### src/rtl/jk_seq_if.sv
// Bus between the JK sequence driver and its host/JK bank: memory writes,
// playback control, bank readback and J/K excitation outputs.
interface jk_seq_if #(
  parameter int WIDTH = 4,
  parameter int AW    = 3
);
  logic             wr_en;
  logic [AW-1:0]    wr_addr;
  logic [WIDTH-1:0] wr_data;
  logic [AW:0]      seq_len;
  logic             start;
  logic [WIDTH-1:0] q_in;
  logic [WIDTH-1:0] j_out;
  logic [WIDTH-1:0] k_out;
  logic             busy;
  logic             done;
  logic             error;
  logic [AW-1:0]    err_step;
  logic [WIDTH-1:0] err_q;

  modport master (
    output wr_en, wr_addr, wr_data, seq_len, start, q_in,
    input  j_out, k_out, busy, done, error, err_step, err_q
  );

  modport slave (
    input  wr_en, wr_addr, wr_data, seq_len, start, q_in,
    output j_out, k_out, busy, done, error, err_step, err_q
  );
endinterface

### src/rtl/jk_seq_driver.sv
// Steps an external JK flop bank through a stored sequence of target words,
// deriving J/K from the excitation table and verifying each step by readback.
//
// state   | meaning
// IDLE    | waiting for start after reset
// APPLY   | j_out/k_out driven for one cycle; bank samples them at the closing edge
// CHECK   | j/k back to hold; q_in compared with the current target
// DONE    | whole sequence matched; done held until next start
// ERROR   | readback mismatch; error/err_step/err_q held until next start
module jk_seq_driver #(
  parameter int WIDTH      = 4,
  parameter int DEPTH      = 8,
  parameter int AW         = 3,
  parameter int USE_TOGGLE = 0
) (
  input  logic     clock,
  input  logic     reset_n,
  jk_seq_if.slave  bus
);

  typedef enum logic [2:0] {
    S_IDLE,
    S_APPLY,
    S_CHECK,
    S_DONE,
    S_ERROR
  } state_t;

  state_t           state_q, state_d;
  logic [AW:0]      len_q, len_d;
  logic [AW-1:0]    step_q, step_d;
  logic [WIDTH-1:0] j_q, j_d;
  logic [WIDTH-1:0] k_q, k_d;
  logic             done_q, done_d;
  logic             error_q, error_d;
  logic [AW-1:0]    err_step_q, err_step_d;
  logic [WIDTH-1:0] err_q_q, err_q_d;

  logic [WIDTH-1:0] mem [DEPTH];

  logic             busy;
  logic [AW:0]      len_sat;
  logic [AW-1:0]    step_inc;
  logic             last_step;
  logic [WIDTH-1:0] exc_tgt;
  logic [WIDTH-1:0] exc_j;
  logic [WIDTH-1:0] exc_k;

  assign busy     = (state_q == S_APPLY) || (state_q == S_CHECK);
  assign len_sat  = (bus.seq_len > (AW+1)'(DEPTH)) ? (AW+1)'(DEPTH) : bus.seq_len;
  assign step_inc = step_q + AW'(1);
  assign last_step = ({1'b0, step_q} == (len_q - (AW+1)'(1)));

  // The next excitation is always computed against the live bank value: from
  // IDLE/DONE/ERROR it targets entry 0, from CHECK it targets the next entry.
  assign exc_tgt = (state_q == S_CHECK) ? mem[step_inc] : mem[0];

  generate
    if (USE_TOGGLE != 0) begin : g_toggle
      assign exc_j = bus.q_in ^ exc_tgt;
      assign exc_k = bus.q_in ^ exc_tgt;
    end else begin : g_setreset
      assign exc_j = ~bus.q_in & exc_tgt;
      assign exc_k = bus.q_in & ~exc_tgt;
    end
  endgenerate

  always_ff @(posedge clock) begin
    if (bus.wr_en && !busy) begin
      mem[bus.wr_addr] <= bus.wr_data;
    end
  end

  always_ff @(posedge clock or negedge reset_n) begin
    if (!reset_n) begin
      state_q    <= S_IDLE;
      len_q      <= '0;
      step_q     <= '0;
      j_q        <= '0;
      k_q        <= '0;
      done_q     <= 1'b0;
      error_q    <= 1'b0;
      err_step_q <= '0;
      err_q_q    <= '0;
    end else begin
      state_q    <= state_d;
      len_q      <= len_d;
      step_q     <= step_d;
      j_q        <= j_d;
      k_q        <= k_d;
      done_q     <= done_d;
      error_q    <= error_d;
      err_step_q <= err_step_d;
      err_q_q    <= err_q_d;
    end
  end

  // j/k default to hold so they can only be nonzero for the cycle in APPLY.
  always_comb begin
    state_d    = state_q;
    len_d      = len_q;
    step_d     = step_q;
    j_d        = '0;
    k_d        = '0;
    done_d     = done_q;
    error_d    = error_q;
    err_step_d = err_step_q;
    err_q_d    = err_q_q;

    unique case (state_q)
      S_IDLE, S_DONE, S_ERROR: begin
        if (bus.start) begin
          len_d      = len_sat;
          step_d     = '0;
          done_d     = 1'b0;
          error_d    = 1'b0;
          err_step_d = '0;
          err_q_d    = '0;
          if (len_sat == '0) begin
            state_d = S_DONE;
            done_d  = 1'b1;
          end else begin
            state_d = S_APPLY;
            j_d     = exc_j;
            k_d     = exc_k;
          end
        end
      end
      S_APPLY: begin
        state_d = S_CHECK;
      end
      S_CHECK: begin
        if (bus.q_in != mem[step_q]) begin
          state_d    = S_ERROR;
          error_d    = 1'b1;
          err_step_d = step_q;
          err_q_d    = bus.q_in;
        end else if (last_step) begin
          state_d = S_DONE;
          done_d  = 1'b1;
        end else begin
          state_d = S_APPLY;
          step_d  = step_inc;
          j_d     = exc_j;
          k_d     = exc_k;
        end
      end
      default: begin
        state_d = S_IDLE;
      end
    endcase
  end

  assign bus.j_out    = j_q;
  assign bus.k_out    = k_q;
  assign bus.busy     = busy;
  assign bus.done     = done_q;
  assign bus.error    = error_q;
  assign bus.err_step = err_step_q;
  assign bus.err_q    = err_q_q;

endmodule

### src/flat_wrapper.sv
// flat-port wrapper written by rule: the top's interface ports become plain ports
module jk_seq_driver_flat 
#(
  parameter int WIDTH      = 4,
  parameter int DEPTH      = 8,
  parameter int AW         = 3,
  parameter int USE_TOGGLE = 0
)
  (clock, reset_n, bus_wr_en, bus_wr_addr, bus_wr_data, bus_seq_len, bus_start, bus_q_in, bus_j_out, bus_k_out, bus_busy, bus_done, bus_error, bus_err_step, bus_err_q);
  jk_seq_if #(.WIDTH(WIDTH), .AW(AW)) bus_i ();
  input  logic clock;
  input  logic reset_n;
  input wire logic [$bits(bus_i.wr_en)-1:0] bus_wr_en;
  input wire logic [$bits(bus_i.wr_addr)-1:0] bus_wr_addr;
  input wire logic [$bits(bus_i.wr_data)-1:0] bus_wr_data;
  input wire logic [$bits(bus_i.seq_len)-1:0] bus_seq_len;
  input wire logic [$bits(bus_i.start)-1:0] bus_start;
  input wire logic [$bits(bus_i.q_in)-1:0] bus_q_in;
  output wire logic [$bits(bus_i.j_out)-1:0] bus_j_out;
  output wire logic [$bits(bus_i.k_out)-1:0] bus_k_out;
  output wire logic [$bits(bus_i.busy)-1:0] bus_busy;
  output wire logic [$bits(bus_i.done)-1:0] bus_done;
  output wire logic [$bits(bus_i.error)-1:0] bus_error;
  output wire logic [$bits(bus_i.err_step)-1:0] bus_err_step;
  output wire logic [$bits(bus_i.err_q)-1:0] bus_err_q;
  assign bus_i.wr_en = bus_wr_en;
  assign bus_i.wr_addr = bus_wr_addr;
  assign bus_i.wr_data = bus_wr_data;
  assign bus_i.seq_len = bus_seq_len;
  assign bus_i.start = bus_start;
  assign bus_i.q_in = bus_q_in;
  assign bus_j_out = bus_i.j_out;
  assign bus_k_out = bus_i.k_out;
  assign bus_busy = bus_i.busy;
  assign bus_done = bus_i.done;
  assign bus_error = bus_i.error;
  assign bus_err_step = bus_i.err_step;
  assign bus_err_q = bus_i.err_q;
  jk_seq_driver #(.WIDTH(WIDTH), .DEPTH(DEPTH), .AW(AW), .USE_TOGGLE(USE_TOGGLE)) u_core (.clock(clock), .reset_n(reset_n), .bus(bus_i));
endmodule
### config.mk
export PLATFORM = sky130hd
export DESIGN_NAME = jk_seq_driver_flat
export DESIGN_NICKNAME = d
export VERILOG_FILES = /design/src/rtl/jk_seq_if.sv /design/src/rtl/jk_seq_driver.sv /design/src/flat_wrapper.sv
export SDC_FILE = /design/constraint.sdc
export NUM_CORES = 1
export LEC_CHECK = 0
export CAP_MARGIN = 20
export CORE_ASPECT_RATIO = 1.25
export CORE_MARGIN = 5
export CORE_UTILIZATION = 30
export DETAILED_ROUTE_END_ITERATION = 10
export PLACE_DENSITY = 0.57
export SYNTH_ARGS = -nofsm -noshare
export SYNTH_HDL_FRONTEND = slang
export SYNTH_SLANG_ARGS = --single-unit
### constraint.sdc
create_clock -name clock -period 3 [get_ports clock]
set_input_delay 0.9 -clock clock [delete_from_list [all_inputs] [get_ports clock]]
set_output_delay 0.9 -clock clock [all_outputs]
set_load 0.1 [all_outputs]
==> impl_metrics.ini <==
[grt]
antenna_found_initial = 0
grt_pass1_vias = 1869
grt_use_total = 0.1095
grt_pass1_wl_um = 9798
grt_max_degree = 28
overflow = 0

[drt]
dr.pass1.iters = 5
drcViolationCount = 0
wl_met2_um = 3069
top_layer_used = met4
routedWlPerCell_um = 14.85
ant_nets = 0
routed_wl_um = 5912
via_per_inst = 4.565
vias = 1817
wl_met1_um = 2559
met3_length_um = 176
drt_iter0_drc = 67

[yosys]
synth_fp_nets = 243
synthesis.area_sq_um = 2887
synth_edf_count = 32
ys.flop_type = edfxtp_1
yosysMostFrequentCell = edfxtp_1
syn_inst = 222
ys_warn_count = 0
ys_types = 34
synthTopCellsByArea = edfxtp_1 (33%), dfrtp_1 (23%), mux2i_1 (10%)
synth_seq_area_share = 0.5670
syn_area_per_cell_sq_um = 13.00
ys_ff_latch = 59
synth_top_cells_by_count = edfxtp_1 (32), mux2i_1 (29), dfrtp_1 (27), nand2_1 (24), nor2_1 (14)
synth_top_area_cell = edfxtp_1
ys_async_sr_fraction = 0.4576
synth_top_area_share = 0.3329

[run]
cap_violations = 0

[critical_path]
cpMostUsedCell = mux2i_1
crit_path_max_incr_delay_ps = 500
critPathCapture = u_core.bus.err_q[0]
path_max_fanout = 12
start_kind = register
cp.required_ps = 3250
critPathLaunch = u_core.step_q[0]
worstPathCellList = buf_4, mux2i_1, mux4_2, xnor2_1, nand4_2, and2_1, mux2i_1
critPathArrivalTime_ps = 2720
critPathBufInv = 1
crit_family = multiplexers
timing.rr.end = u_core.bus.err_q[0]
worstSetupPathType = register to register
rrSetupSlack_ps = 530
r2r_cells = 7
cp_num_cells = 7
endpoint_kind = register
critPathSlowestCell = mux4_2
r2r-start = u_core.step_q[0]

[die]
design.core.area_sq_um = 9509
initial_utilization = 0.3036
io_pins = 37
die_area_sq_um = 11700
die_w_um = 97.74
num_rows = 40
die_h_um = 119.7

[timing]
min_period_over_period = 0.8232
maxSlewViolCount = 0
hold_viol = 0
setup_viol = 0
fin_skew_ps = 4.220
fin_crit_ps = 2470
rsz0062_at_grt = false
fmax_ghz = 0.4049
max_slew_margin = 0.4863
fin_setup_tns_ps = 0
tightest_slew_ps = 765.4

[cts]
clk_pin_slew_ps = 50
postCtsSetupRepairBufs = 0
cts-hold-fix-buffers = 0
cts.repair.resized = 0
cts_buffers = 9
cts.sinks = 59
htree_levels = 3
cts_root_buffer = clkbuf_16
clkLatencyLatePin_ps = 320
cts_tree = yes
cts_buffer_depth = 2

[power]
p_leak_uw = 0.001391
powerDensity_nw_per_um2 = 890.9
internal-power_uw = 1933
combinationalPowerShare = 0.380
switching_share = 0.4022
switching_power_uw = 1301
clkPwrFrac = 0.287
seqPwrFrac = 0.333
ir_worst_vdd_uv = 318.2
p_total_uw = 3234

[min_path]
whs_path_depth = 2
min_path_type = register to register

[finish]
fillers = 917
nets = 288
antenna_cells = 0
drive_above_1_share = 0.2059
area_delta_synth_final_pct = 25.75

[status]
outcome = complete, no violations

[placement]
port_buffers = 36
gp_congestion = 0.7539
hpwlAfterDp_um = 4544
## power by group through the flow
stage               Clock [uW]  Sequential (uW)  Combinational [uW]
floorplan                    0             1430                 633
global placement             0             1090                1230
detailed placement           0             1090                1240
CTS                        954             1080                1240
global route               994             1100                1320
finish                     929             1080                1230
## cells by family after synthesis
| kind of cell | count (synthesis) | synth area share |
|---|---|---|
| mux | 42 | 0.1981 |
| compound gates | 17 | 0.03598 |
| simple gates | 69 | 0.1175 |
| fa+ha+maj | 2 | 0.008668 |
| buf+inv | 22 | 0.03944 |
| flops | 59 | 0.5670 |
| xor+xnor | 11 | 0.03338 |
## area by class of cell
cell class	instances	area, sq um	area share
Tap cell	126	157.7	0.04343
Multi-Input combinational cell	141	1136	0.3130
Clock inverter	7	53.80	0.01482
Sequential cell	59	1637	0.4509
Timing Repair Buffer	44	375.4	0.1034
Inverter	12	45.04	0.01241
Clock buffer	9	225.2	0.06205
## placed cells by master (no fill, tap or decap), types with 2 or more instances in the layout
cell | Yosys | routed
a21oi_1 | 2 | 2
and2_1 | 5 | 5
and3_1 | 5 | 5
buf_4 | 0 | 26
clkbuf_16 | 0 | 9
clkdlybuf4s50_1 | 0 | 18
clkinv_1 | 1 | 2
clkinv_4 | 0 | 3
clkinvlp_4 | 0 | 2
dfrtp_1 | 27 | 27
edfxtp_1 | 32 | 32
ha_1 | 2 | 2
inv_1 | 11 | 11
mux2i_1 | 29 | 29
mux4_2 | 12 | 12
nand2_1 | 24 | 24
nand2b_1 | 8 | 8
nand3b_1 | 2 | 2
nor2_1 | 14 | 14
nor3_1 | 4 | 4
nor4_1 | 2 | 2
o21ai_0 | 10 | 9
xnor2_1 | 7 | 7
xor2_1 | 4 | 4
## per-stage QoR
stage	std cells	area (sq um)	utilization	hold WS (ps)	setup WS [ps]
final	398	3630	0.3817	513.2	530.3
after global routing	398	3630	0.3817	554.9	344.8
after CTS	398	3630	0.3817	519.4	496.9
after global placement	382	3351	0.3524	510.6	391.9
after detailed placement	382	3351	0.3524	506.9	379.2
after floorplan	222	2887	-	472.6	718.0
## worst min-delay path by stage
stage	endpoint	start
2_1_floorplan	u_core.len_q[1]	u_core.len_q[1]
3_3_place_gp	u_core.len_q[1]	u_core.len_q[1]
3_5_place_dp	u_core.len_q[1]	u_core.len_q[1]
4_1_cts	u_core.len_q[1]	u_core.len_q[1]
5_1_grt	u_core.bus.err_q[3]	u_core.bus.err_q[3]
6_report	u_core.len_q[1]	u_core.len_q[1]
## flip-flops by register name, summed over array words and instances (netlist names)
register             cells
u_core.mem              32
u_core.bus.done          1
u_core.bus.err_q         4
u_core.bus.j_out         4
u_core.len_q             4
u_core.step_q            3
u_core.bus.k_out         4
u_core.state_q           3
u_core.bus.error         1
u_core.bus.err_step      3
## worst reg2reg max path: cells and delay by family, from the launching register on
family | cells | cell delay, ps
mux | 3 | 860
simple gates | 2 | 620
flops | 1 | 480
buf+inv | 1 | 280
xor+xnor | 1 | 160
## per-layer routing
layer | vias up | GRT usage
met4 | 0 | 0.06234
met5 | - | 0
met3 | 7 | 0.02733
met1 | 891 | 0.1323
met2 | 28 | 0.1775
li1 | 891 | -
Power figures use the tool's default switching activity.
